--- src/rtl/hub75_pkg.sv ---
// hub75_pkg: shared constants and the loader FSM encoding for the panel
// frame path.
//   PANEL_COLS / PANEL_ROWS : panel geometry (powers of two)
//   ADDR_W                  : frame store address width, {row, col}
//   PIX_W                   : packed pixel width, {R, G, B}
package hub75_pkg;

  localparam int PANEL_COLS = 64;
  localparam int PANEL_ROWS = 64;
  localparam int PIX_W      = 24;
  localparam int ADDR_W     = $clog2(PANEL_COLS * PANEL_ROWS);

  localparam logic [ADDR_W-1:0] LAST_ADDR = ADDR_W'(PANEL_COLS * PANEL_ROWS - 1);

  typedef enum logic [1:0] {
    WAIT_SOF  = 2'd0,
    LOAD      = 2'd1,
    SWAP_PEND = 2'd2
  } fl_state_e;

endpackage

--- src/rtl/frame_loader_if.sv ---
// frame_loader_if: RGB888 byte stream into the frame loader.
//   in_valid / in_ready : handshake, a byte moves when both are high
//   in_data             : byte, per pixel order R, G, B
//   in_sof              : marks the R byte of the first pixel of a frame
// master = byte source, slave = frame_loader.
interface frame_loader_if;
  logic       in_valid;
  logic       in_ready;
  logic [7:0] in_data;
  logic       in_sof;

  modport master (output in_valid, output in_data, output in_sof, input in_ready);
  modport slave  (input in_valid, input in_data, input in_sof, output in_ready);
endinterface

--- src/rtl/frame_loader_packer.sv ---
// rgb_byte_packer: collects R, G, B bytes into one 24-bit pixel.
//   clk, rst   : clock, synchronous active-high reset
//   accept     : a byte is being consumed this cycle
//   restart    : with accept, drop any partial pixel and take data as R
//   data       : incoming byte
//   byte_idx   : position of the next byte within the pixel (0..2)
//   pix_valid  : combinational, high in the cycle the B byte is consumed
//   pix        : {R, G, B}, valid with pix_valid
module rgb_byte_packer
  import hub75_pkg::*;
(
  input  logic             clk,
  input  logic             rst,
  input  logic             accept,
  input  logic             restart,
  input  logic [7:0]       data,
  output logic [1:0]       byte_idx,
  output logic             pix_valid,
  output logic [PIX_W-1:0] pix
);

  logic [1:0] idx_q;
  logic [7:0] r_q;
  logic [7:0] g_q;

  assign byte_idx  = idx_q;
  assign pix_valid = accept && !restart && (idx_q == 2'd2);
  assign pix       = {r_q, g_q, data};

  always_ff @(posedge clk) begin
    if (rst) begin
      idx_q <= 2'd0;
      r_q   <= 8'd0;
      g_q   <= 8'd0;
    end else if (accept && restart) begin
      r_q   <= data;
      idx_q <= 2'd1;
    end else if (accept) begin
      case (idx_q)
        2'd0: begin
          r_q   <= data;
          idx_q <= 2'd1;
        end
        2'd1: begin
          g_q   <= data;
          idx_q <= 2'd2;
        end
        default: idx_q <= 2'd0;
      endcase
    end
  end

endmodule

--- src/rtl/frame_loader.sv ---
// frame_loader: packs an RGB888 byte stream into pixels and writes them
// row-major into the back bank of a double-buffered frame store. Banks swap
// only on a display frame_end after the full frame has been written.
//   clk, rst     : clock, synchronous active-high reset
//   stream       : byte stream (frame_loader_if.slave)
//   frame_end    : 1-cycle pulse, display finished its last row
//   wr_en        : frame store write strobe
//   wr_addr      : write address {row, col}
//   wr_data      : packed pixel {R, G, B}
//   wr_bank      : bank being written, always ~disp_bank
//   disp_bank    : bank the display reads
//   frame_loaded : 1-cycle pulse after a bank swap
//   sof_err      : 1-cycle pulse, in_sof arrived mid-frame
//
// state     | meaning
// WAIT_SOF  | drop bytes until one carries in_sof
// LOAD      | packing and writing pixels of the current frame
// SWAP_PEND | frame complete, stall input until display frame_end
module frame_loader
  import hub75_pkg::*;
(
  input  logic              clk,
  input  logic              rst,
  frame_loader_if.slave     stream,
  input  logic              frame_end,
  output logic              wr_en,
  output logic [ADDR_W-1:0] wr_addr,
  output logic [PIX_W-1:0]  wr_data,
  output logic              wr_bank,
  output logic              disp_bank,
  output logic              frame_loaded,
  output logic              sof_err
);

  fl_state_e         state_q, state_d;
  logic [ADDR_W-1:0] pix_cnt;
  logic              fire;
  logic              pk_accept, pk_restart, sof_bad, swap;
  logic [1:0]        byte_idx;
  logic              pix_valid;
  logic [PIX_W-1:0]  pix;

  assign stream.in_ready = !rst && (state_q != SWAP_PEND);
  assign fire            = stream.in_valid && stream.in_ready;
  assign wr_bank         = ~disp_bank;

  rgb_byte_packer u_packer (
    .clk       (clk),
    .rst       (rst),
    .accept    (pk_accept),
    .restart   (pk_restart),
    .data      (stream.in_data),
    .byte_idx  (byte_idx),
    .pix_valid (pix_valid),
    .pix       (pix)
  );

  always_ff @(posedge clk) begin
    if (rst) state_q <= WAIT_SOF;
    else     state_q <= state_d;
  end

  always_comb begin
    state_d    = state_q;
    pk_accept  = 1'b0;
    pk_restart = 1'b0;
    sof_bad    = 1'b0;
    swap       = 1'b0;
    case (state_q)
      WAIT_SOF: begin
        if (fire && stream.in_sof) begin
          pk_accept  = 1'b1;
          pk_restart = 1'b1;
          state_d    = LOAD;
        end
      end
      LOAD: begin
        if (fire) begin
          pk_accept = 1'b1;
          if (stream.in_sof) begin
            // sof is only legal at the very first byte of the frame
            pk_restart = 1'b1;
            sof_bad    = (byte_idx != 2'd0) || (pix_cnt != '0);
          end else if ((byte_idx == 2'd2) && (pix_cnt == LAST_ADDR)) begin
            state_d = SWAP_PEND;
          end
        end
      end
      SWAP_PEND: begin
        // a frame_end coinciding with the final write is not honoured
        if (frame_end && !wr_en) begin
          swap    = 1'b1;
          state_d = WAIT_SOF;
        end
      end
      default: state_d = WAIT_SOF;
    endcase
  end

  always_ff @(posedge clk) begin
    if (rst) begin
      wr_en        <= 1'b0;
      wr_addr      <= '0;
      wr_data      <= '0;
      pix_cnt      <= '0;
      disp_bank    <= 1'b0;
      frame_loaded <= 1'b0;
      sof_err      <= 1'b0;
    end else begin
      wr_en        <= pix_valid;
      sof_err      <= sof_bad;
      frame_loaded <= swap;
      if (pix_valid) begin
        wr_addr <= pix_cnt;
        wr_data <= pix;
        pix_cnt <= pix_cnt + 1'b1;
      end
      if (pk_restart) pix_cnt <= '0;
      if (swap) begin
        disp_bank <= ~disp_bank;
        pix_cnt   <= '0;
      end
    end
  end

endmodule

--- src/flat_wrapper.sv ---
// flat-port wrapper written by rule: the top's interface ports become plain ports
module frame_loader_flat import hub75_pkg::*;
  (clk, rst, frame_end, wr_en, wr_addr, wr_data, wr_bank, disp_bank, frame_loaded, sof_err, stream_in_valid, stream_in_data, stream_in_sof, stream_in_ready);
  frame_loader_if stream_i ();
  input  logic clk;
  input  logic rst;
  input  logic frame_end;
  output logic wr_en;
  output logic [ADDR_W-1:0] wr_addr;
  output logic [PIX_W-1:0] wr_data;
  output logic wr_bank;
  output logic disp_bank;
  output logic frame_loaded;
  output logic sof_err;
  input wire logic [$bits(stream_i.in_valid)-1:0] stream_in_valid;
  input wire logic [$bits(stream_i.in_data)-1:0] stream_in_data;
  input wire logic [$bits(stream_i.in_sof)-1:0] stream_in_sof;
  output wire logic [$bits(stream_i.in_ready)-1:0] stream_in_ready;
  assign stream_i.in_valid = stream_in_valid;
  assign stream_i.in_data = stream_in_data;
  assign stream_i.in_sof = stream_in_sof;
  assign stream_in_ready = stream_i.in_ready;
  frame_loader u_core (.clk(clk), .rst(rst), .stream(stream_i), .frame_end(frame_end), .wr_en(wr_en), .wr_addr(wr_addr), .wr_data(wr_data), .wr_bank(wr_bank), .disp_bank(disp_bank), .frame_loaded(frame_loaded), .sof_err(sof_err));
endmodule
--- config.mk ---
export PLATFORM = sky130hd
export DESIGN_NAME = frame_loader_flat
export DESIGN_NICKNAME = d
export VERILOG_FILES = /design/src/rtl/hub75_pkg.sv /design/src/rtl/frame_loader_if.sv /design/src/rtl/frame_loader_packer.sv /design/src/rtl/frame_loader.sv /design/src/flat_wrapper.sv
export SDC_FILE = /design/constraint.sdc
export NUM_CORES = 1
export LEC_CHECK = 0
export ABC_AREA = 1
export BUFFER_PORTS_ARGS = -buffer_cell sky130_fd_sc_hd__clkbuf_2
export CELL_PAD_IN_SITES_DETAIL_PLACEMENT = 1
export CELL_PAD_IN_SITES_GLOBAL_PLACEMENT = 1
export CORE_UTILIZATION = 42
export CTS_CLUSTER_DIAMETER = 60
export DETAILED_ROUTE_END_ITERATION = 8
export PLACE_DENSITY_LB_ADDON = 0.05
export SLEW_MARGIN = 20
export SYNTH_ARGS = -nofsm -noshare
export SYNTH_HDL_FRONTEND = slang
export SYNTH_SLANG_ARGS = --single-unit
export TNS_END_PERCENT = 5
--- constraint.sdc ---
create_clock -name clk -period 3.47 [get_ports clk]
set_input_delay 0.5205 -clock clk [delete_from_list [all_inputs] [get_ports clk]]
set_output_delay 0.5205 -clock clk [all_outputs]
set_load 0.005 [all_outputs]
# Word-level counts from Yosys, hierarchy flattened
# Index checks and enable logic that the tools add are counted.
# word_totals
reg_bits	72
latchBits	0
mem_bits_rw	0
romBits	0
inputBits	13
out_inout_bits	42
mem_count	0
# classes
add_sub_neg	1
multipliers	0
div	0
magnitude_cmp	0
n_eq_ne	11
shifts	0
n_mux	20
n_bitwise	5
n_reduce_logical	24
# op_table
operator	count
2-to-1 mux 8 bit	3
adder 12 x 1 -> 12 bit, second input constant	1
== test 12 bit, second input constant	1
nonzero test 12 bit	1
2-to-1 mux 2 bit	5
logical AND 1 bit	8
2-to-1 mux 1 bit	8
!= test 2 x 1 -> 1 bit, second input constant	4
one-hot mux 2 bit (3 select lines)	1
nonzero test 2 bit	3
NOT 1 bit	5
AND reduction 5 bit	1
== test 2 x 1 -> 1 bit, second input constant	2
== test 2 bit, second input constant	2
zero test 2 bit	2
!= test 2 bit, second input constant	2
one-hot mux 1 bit (2 select lines)	2
one-hot mux 2 bit (2 select lines)	1
OR reduction 4 bit	1
zero test 1 bit	3
AND reduction 3 bit	1
OR reduction 3 bit	1
AND reduction 2 bit	1
OR reduction 2 bit	1
logical OR 1 bit	1

# Longest topological paths before layout
# depth
word_depth	9
ltp_mapped	11

# By module
# Synthesis repeated with hierarchy kept, for this count alone.
# hier_totals
cells_unflattened	398
hier_area_um2	2981.6
# by_module_without_submodules
module	n_inst	cells_per_inst	area_each_um2	seq_area_each_um2
frame_loader	1	281	2152.1	1081.0
rgb_byte_packer	1	117	829.5	360.3

# Least setup slack after synthesis
# No wires, ideal clock.
# synth_path
kind	input to register
start	input rst
end	register u_core.wr_addr[10]
arrival_time_ns	1.410
required_time_ns	3.359
setup_slack_ns	1.949
stages	10
path_buffers	2
path_cell_list	inv_2 nand4_4 nor2_4 nor2_4 nand2_1 inv_2 buf_6 buf_4 nor2_1 nor2_1
# synth_between
elab_chain_len	9
word_cells_on_any_way	12
classes_between	5 x mux; 7 x reduce/logical
# synth_rtl
element	line	text
from (decl)	flat_wrapper.sv:6	input logic rst;
zero test 1 bit	frame_loader.sv:43	assign stream.in_ready = !rst && (state_q != SWAP_PEND);
logical AND 1 bit	frame_loader.sv:43	
logical AND 1 bit	frame_loader.sv:44	assign fire = stream.in_valid && stream.in_ready;
logical AND 1 bit	frame_loader.sv:71	if (fire && stream.in_sof) begin
2-to-1 mux 1 bit	frame_loader.sv:71	
one-hot mux 1 bit (2 select lines)	frame_loader.sv:69	case (state_q)
zero test 1 bit	frame_loader_packer.sv:27	assign pix_valid = accept && !restart && (idx_q == 2'd2);
logical AND 1 bit (2 in a row)	frame_loader_packer.sv:27	
to (signal assigned)	frame_loader.sv:114	wr_addr <= pix_cnt;
to (decl)	frame_loader.sv:27	output logic [ADDR_W-1:0] wr_addr,
# Several ways; a longest one is shown, not always the timed one.
# A chain may end at the register's enable or synchronous reset.

# Worst setup path in the final report
# layout_path
start	register u_core.state_q[0]
end	register u_core.wr_data[6]
# layout_between
elab_chain_len	9
word_cells_on_any_way	14
classes_between	2 x eq/ne; 5 x mux; 7 x reduce/logical
# layout_rtl
element	line	text
from (decl)	frame_loader.sv:35	fl_state_e state_q, state_d;
from (signal assigned)	frame_loader.sv:60	else state_q <= state_d;
!= test 2 bit	frame_loader.sv:43	
logical AND 1 bit	frame_loader.sv:43	
logical AND 1 bit	frame_loader.sv:44	
logical AND 1 bit	frame_loader.sv:71	
2-to-1 mux 1 bit	frame_loader.sv:71	
one-hot mux 1 bit (2 select lines)	frame_loader.sv:69	
zero test 1 bit	frame_loader_packer.sv:27	
logical AND 1 bit * (2 in a row)	frame_loader_packer.sv:27	
to (signal assigned)	frame_loader.sv:115	wr_data <= pix;
to (decl)	frame_loader.sv:28	output logic [PIX_W-1:0] wr_data,
# Mark *: on every way between the ends. The rest lies on a longest branch, timed or not.

==> results.yml <==
status:
  status: "finished clean"
worst_setup_path:
  cp_max_fo: 38
  critPathArrivalTime_ns: 2.43
  path_class: "register to register"
  required_ns: 3.75
  cp-end-kind: "register"
  cp-start-kind: "register"
power_and_ir_drop:
  p_sw_uw: 415
  switching_share_pct: 26.6
  p_int_mw: 1.15
  p_per_area_nw_per_um2: 417
  seq_power_share_pct: 53.9
  ir_drop_uv: 218
  p_comb_share_pct: 6.5
  p_clk_share_pct: 39.7
  power_leakage_nw: 1.65
  power.total_mw: 1.56
clocking:
  clock_sinks: 72
  clockBufferDepth: 2
  clock_latency_ns: 0.35
  cts.repair.resized: 0
  h-tree-depth: 3
  clkSlewWorstSetupHoldPaths_ns: 0.09
  cts_buffers: 9
  cts_root_buffer: "clkbuf_8"
  tritoncts: "done"
  hold_buffers: 0
  cts_setup_buffers: 0
placement:
  dp_hpwl_mm: 5.80
  gp_routability_congestion: 0.761
  port_buffers: 54
  place_area_um2: 3560
yosys:
  ys_top_cells_by_count: "125 x nor2_1, 99 x nand2_1, 72 x dfxtp_1"
  syn_area_per_cell_um2: 6.89
  yosys-top-cells-area: "dfxtp_1 44%, nor2_1 14%, nand2_1 11%, nand3_1 9.0%, nand3b_1 3.9%"
  yosysSeqAreaShare_pct: 43.9
  yosysTopAreaCellShare_pct: 43.9
  async_flop_share_pct: 0
  mappedNetlistArea_um2: 3280
  synth-edff-count: 0
  synth_cell_types: 26
  synth.largest_area_cell: "dfxtp_1"
  synth_cells: 476
  synth-seq-cells: 72
  synth.most_common_cell: "nor2_1"
  synth_flop_cell: "dfxtp_1"
  syn_nets: 491
  yosys_warnings: 0
global_routing:
  grt_pass1_vias: 2999
  overflow: 0
  grt_pass1_wl_mm: 14.3
  grt_max_degree: 67
  antenna_found_initial: 0
  grt.total_usage_pct: 21.7
sta:
  max_slew_margin_pct: 54.0
  skew_ns: 0.0137
  finalSetupViolCount: 0
  fmax_mhz: 464
  hold_viol: 0
  min_period_ns: 2.15
  maxSlewViolCount: 0
  worst_pin_slew_ns: 0.689
  rsz0062_at_grt: "false"
  finalSetupTns_ns: 0
  period_share_pct: 62.1
final_layout:
  synthToLayoutAreaGrowth_pct: 14.0
  multi_input_area_um2: 1560
  antenna_cells: 0
  drive_gt1_share_pct: 16.6
  fill_cells: 1035
  fin_area_um2: 3740
  regArea_um2: 1440
  layout.nets: 534
die:
  dieArea_um2: 8170
  initial_core_util_pct: 44.3
  rows: 31
  die_w_um: 90.4
  die_h_um: 90.4
  ioPinCount: 55
  design.core.area_um2: 7410
job:
  max_cap_violations: 0
routing:
  drc: 0
  wl_per_cell_um: 13.7
  viasPerCell: 5.04
  drt_iter0_markers: 149
  vias: 3140
  drtPass1Iterations: 4
  drtAntennaViolNets: 0
  drt-total-wl_mm: 8.55
min_path:
  hold_class: "input port to register"
==> state kept, by name (all words and copies together), names as in the netlist <==
signal	flops
u_core.frame_loaded	1
u_core.sof_err	1
u_core.state_q	2
u_core.disp_bank	1
u_core.pix_cnt	12
u_core.wr_addr	12
u_core.wr_data	24
u_core.wr_en	1
u_core.u_packer.byte_idx	2
u_core.u_packer.g_q	8
u_core.u_packer.r_q	8
==> through the flow <==
step / cells / utilization (%) / worst slack, ns / hold WS [ns]
after global placement: 607 / 48.0 / 1.21 / 0.444
after CTS: 623 / 50.5 / 1.30 / 0.435
final: 623 / 50.5 / 1.32 / 0.445
after detailed placement: 607 / 48.0 / 1.13 / 0.451
after floorplan: 476 / - / 1.95 / 0.431
after global routing: 623 / 50.5 / 1.12 / 0.448
==> power by group through the flow <==
stage	Sequential (mW)	Clock [mW]	Combinational [mW]
finish	0.841	0.619	0.101
global route	0.842	0.668	0.114
CTS	0.841	0.639	0.102
detailed placement	0.860	0	0.101
global placement	0.860	0	0.100
floorplan	0.859	0	0.0735
==> cells in the final DEF (no fill, tap or decap), types with 2 or more instances in the layout <==
cell type / instances
dfxtp_1: 72
buf_4: 3
nand2_1: 99
nand3b_1: 17
a21oi_1: 16
nor2_4: 2
ha_1: 2
nor2_1: 125
clkbuf_2: 54
clkinv_2: 2
nand4_1: 7
inv_2: 6
inv_1: 32
nand2_2: 2
nand3_1: 59
xor2_1: 4
clkinvlp_4: 2
clkbuf_8: 10
==> per-layer routing <==
metal  track usage [%]  routed length [µm]  vias to the layer above
li1                  -                   -                     1583
met1              29.9                4370                     1483
met2              34.7                3800                       66
met3              3.11                 301                        8
met4              7.66                  86                        0
met5                 0                   0                        -
==> final timing paths <==
kind / startpoint / to / slack (ns) / cells past startpoint
setup / recovery: u_core.state_q[0]$_SDFFE_PP0P_ / u_core.wr_data[6]$_SDFFE_PP0P_ / 1.32 / 8
setup reg to reg: u_core.state_q[0]$_SDFFE_PP0P_ / u_core.wr_data[6]$_SDFFE_PP0P_ / 1.32 / 8
hold / removal: rst / u_core.u_packer.byte_idx[0]$_SDFFE_PP0P_ / 0.45 / 2
hold reg to reg: u_core.u_packer.g_q[5]$_SDFFE_PP0P_ / u_core.u_packer.g_q[5]$_SDFFE_PP0P_ / 0.47 / 2
==> cells by family (layout without fill, tap and decap cells) <==
family                     count (synthesis)  after routing  share of synthesized area, %
AOI/OAI and AO/OA                         19             19                          3.13
and+or+nand+nor                          316            316                          42.3
DFF                                       72             72                          43.9
xor gates and xnor gates                   4              4                          1.07
adders and majority gates                  2              2                         0.763
buffers and inverters                     63            111                          8.77
==> final cells by class <==
type                    instances  share of cell area [%]
inverters                      38                    3.81
well taps                      99                    3.31
repair buffers                 57                    7.83
multi-input cells             341                    41.7
clock inverters                 6                    1.14
flip-flops and latches         72                    38.5
clock buffers                  10                    3.68
==> worst max-delay path: stages, from the launching register on <==
cell	delay, ns
dfxtp_1	0.36
inv_2	0.06
nor2_1	0.22
nand3_1	0.17
o21ai_4	0.09
nand2_1	0.30
inv_2	0.63
nor2_1	0.11
nor2_1	0.11
No activity file was read; power rests on OpenSTA's default activity.
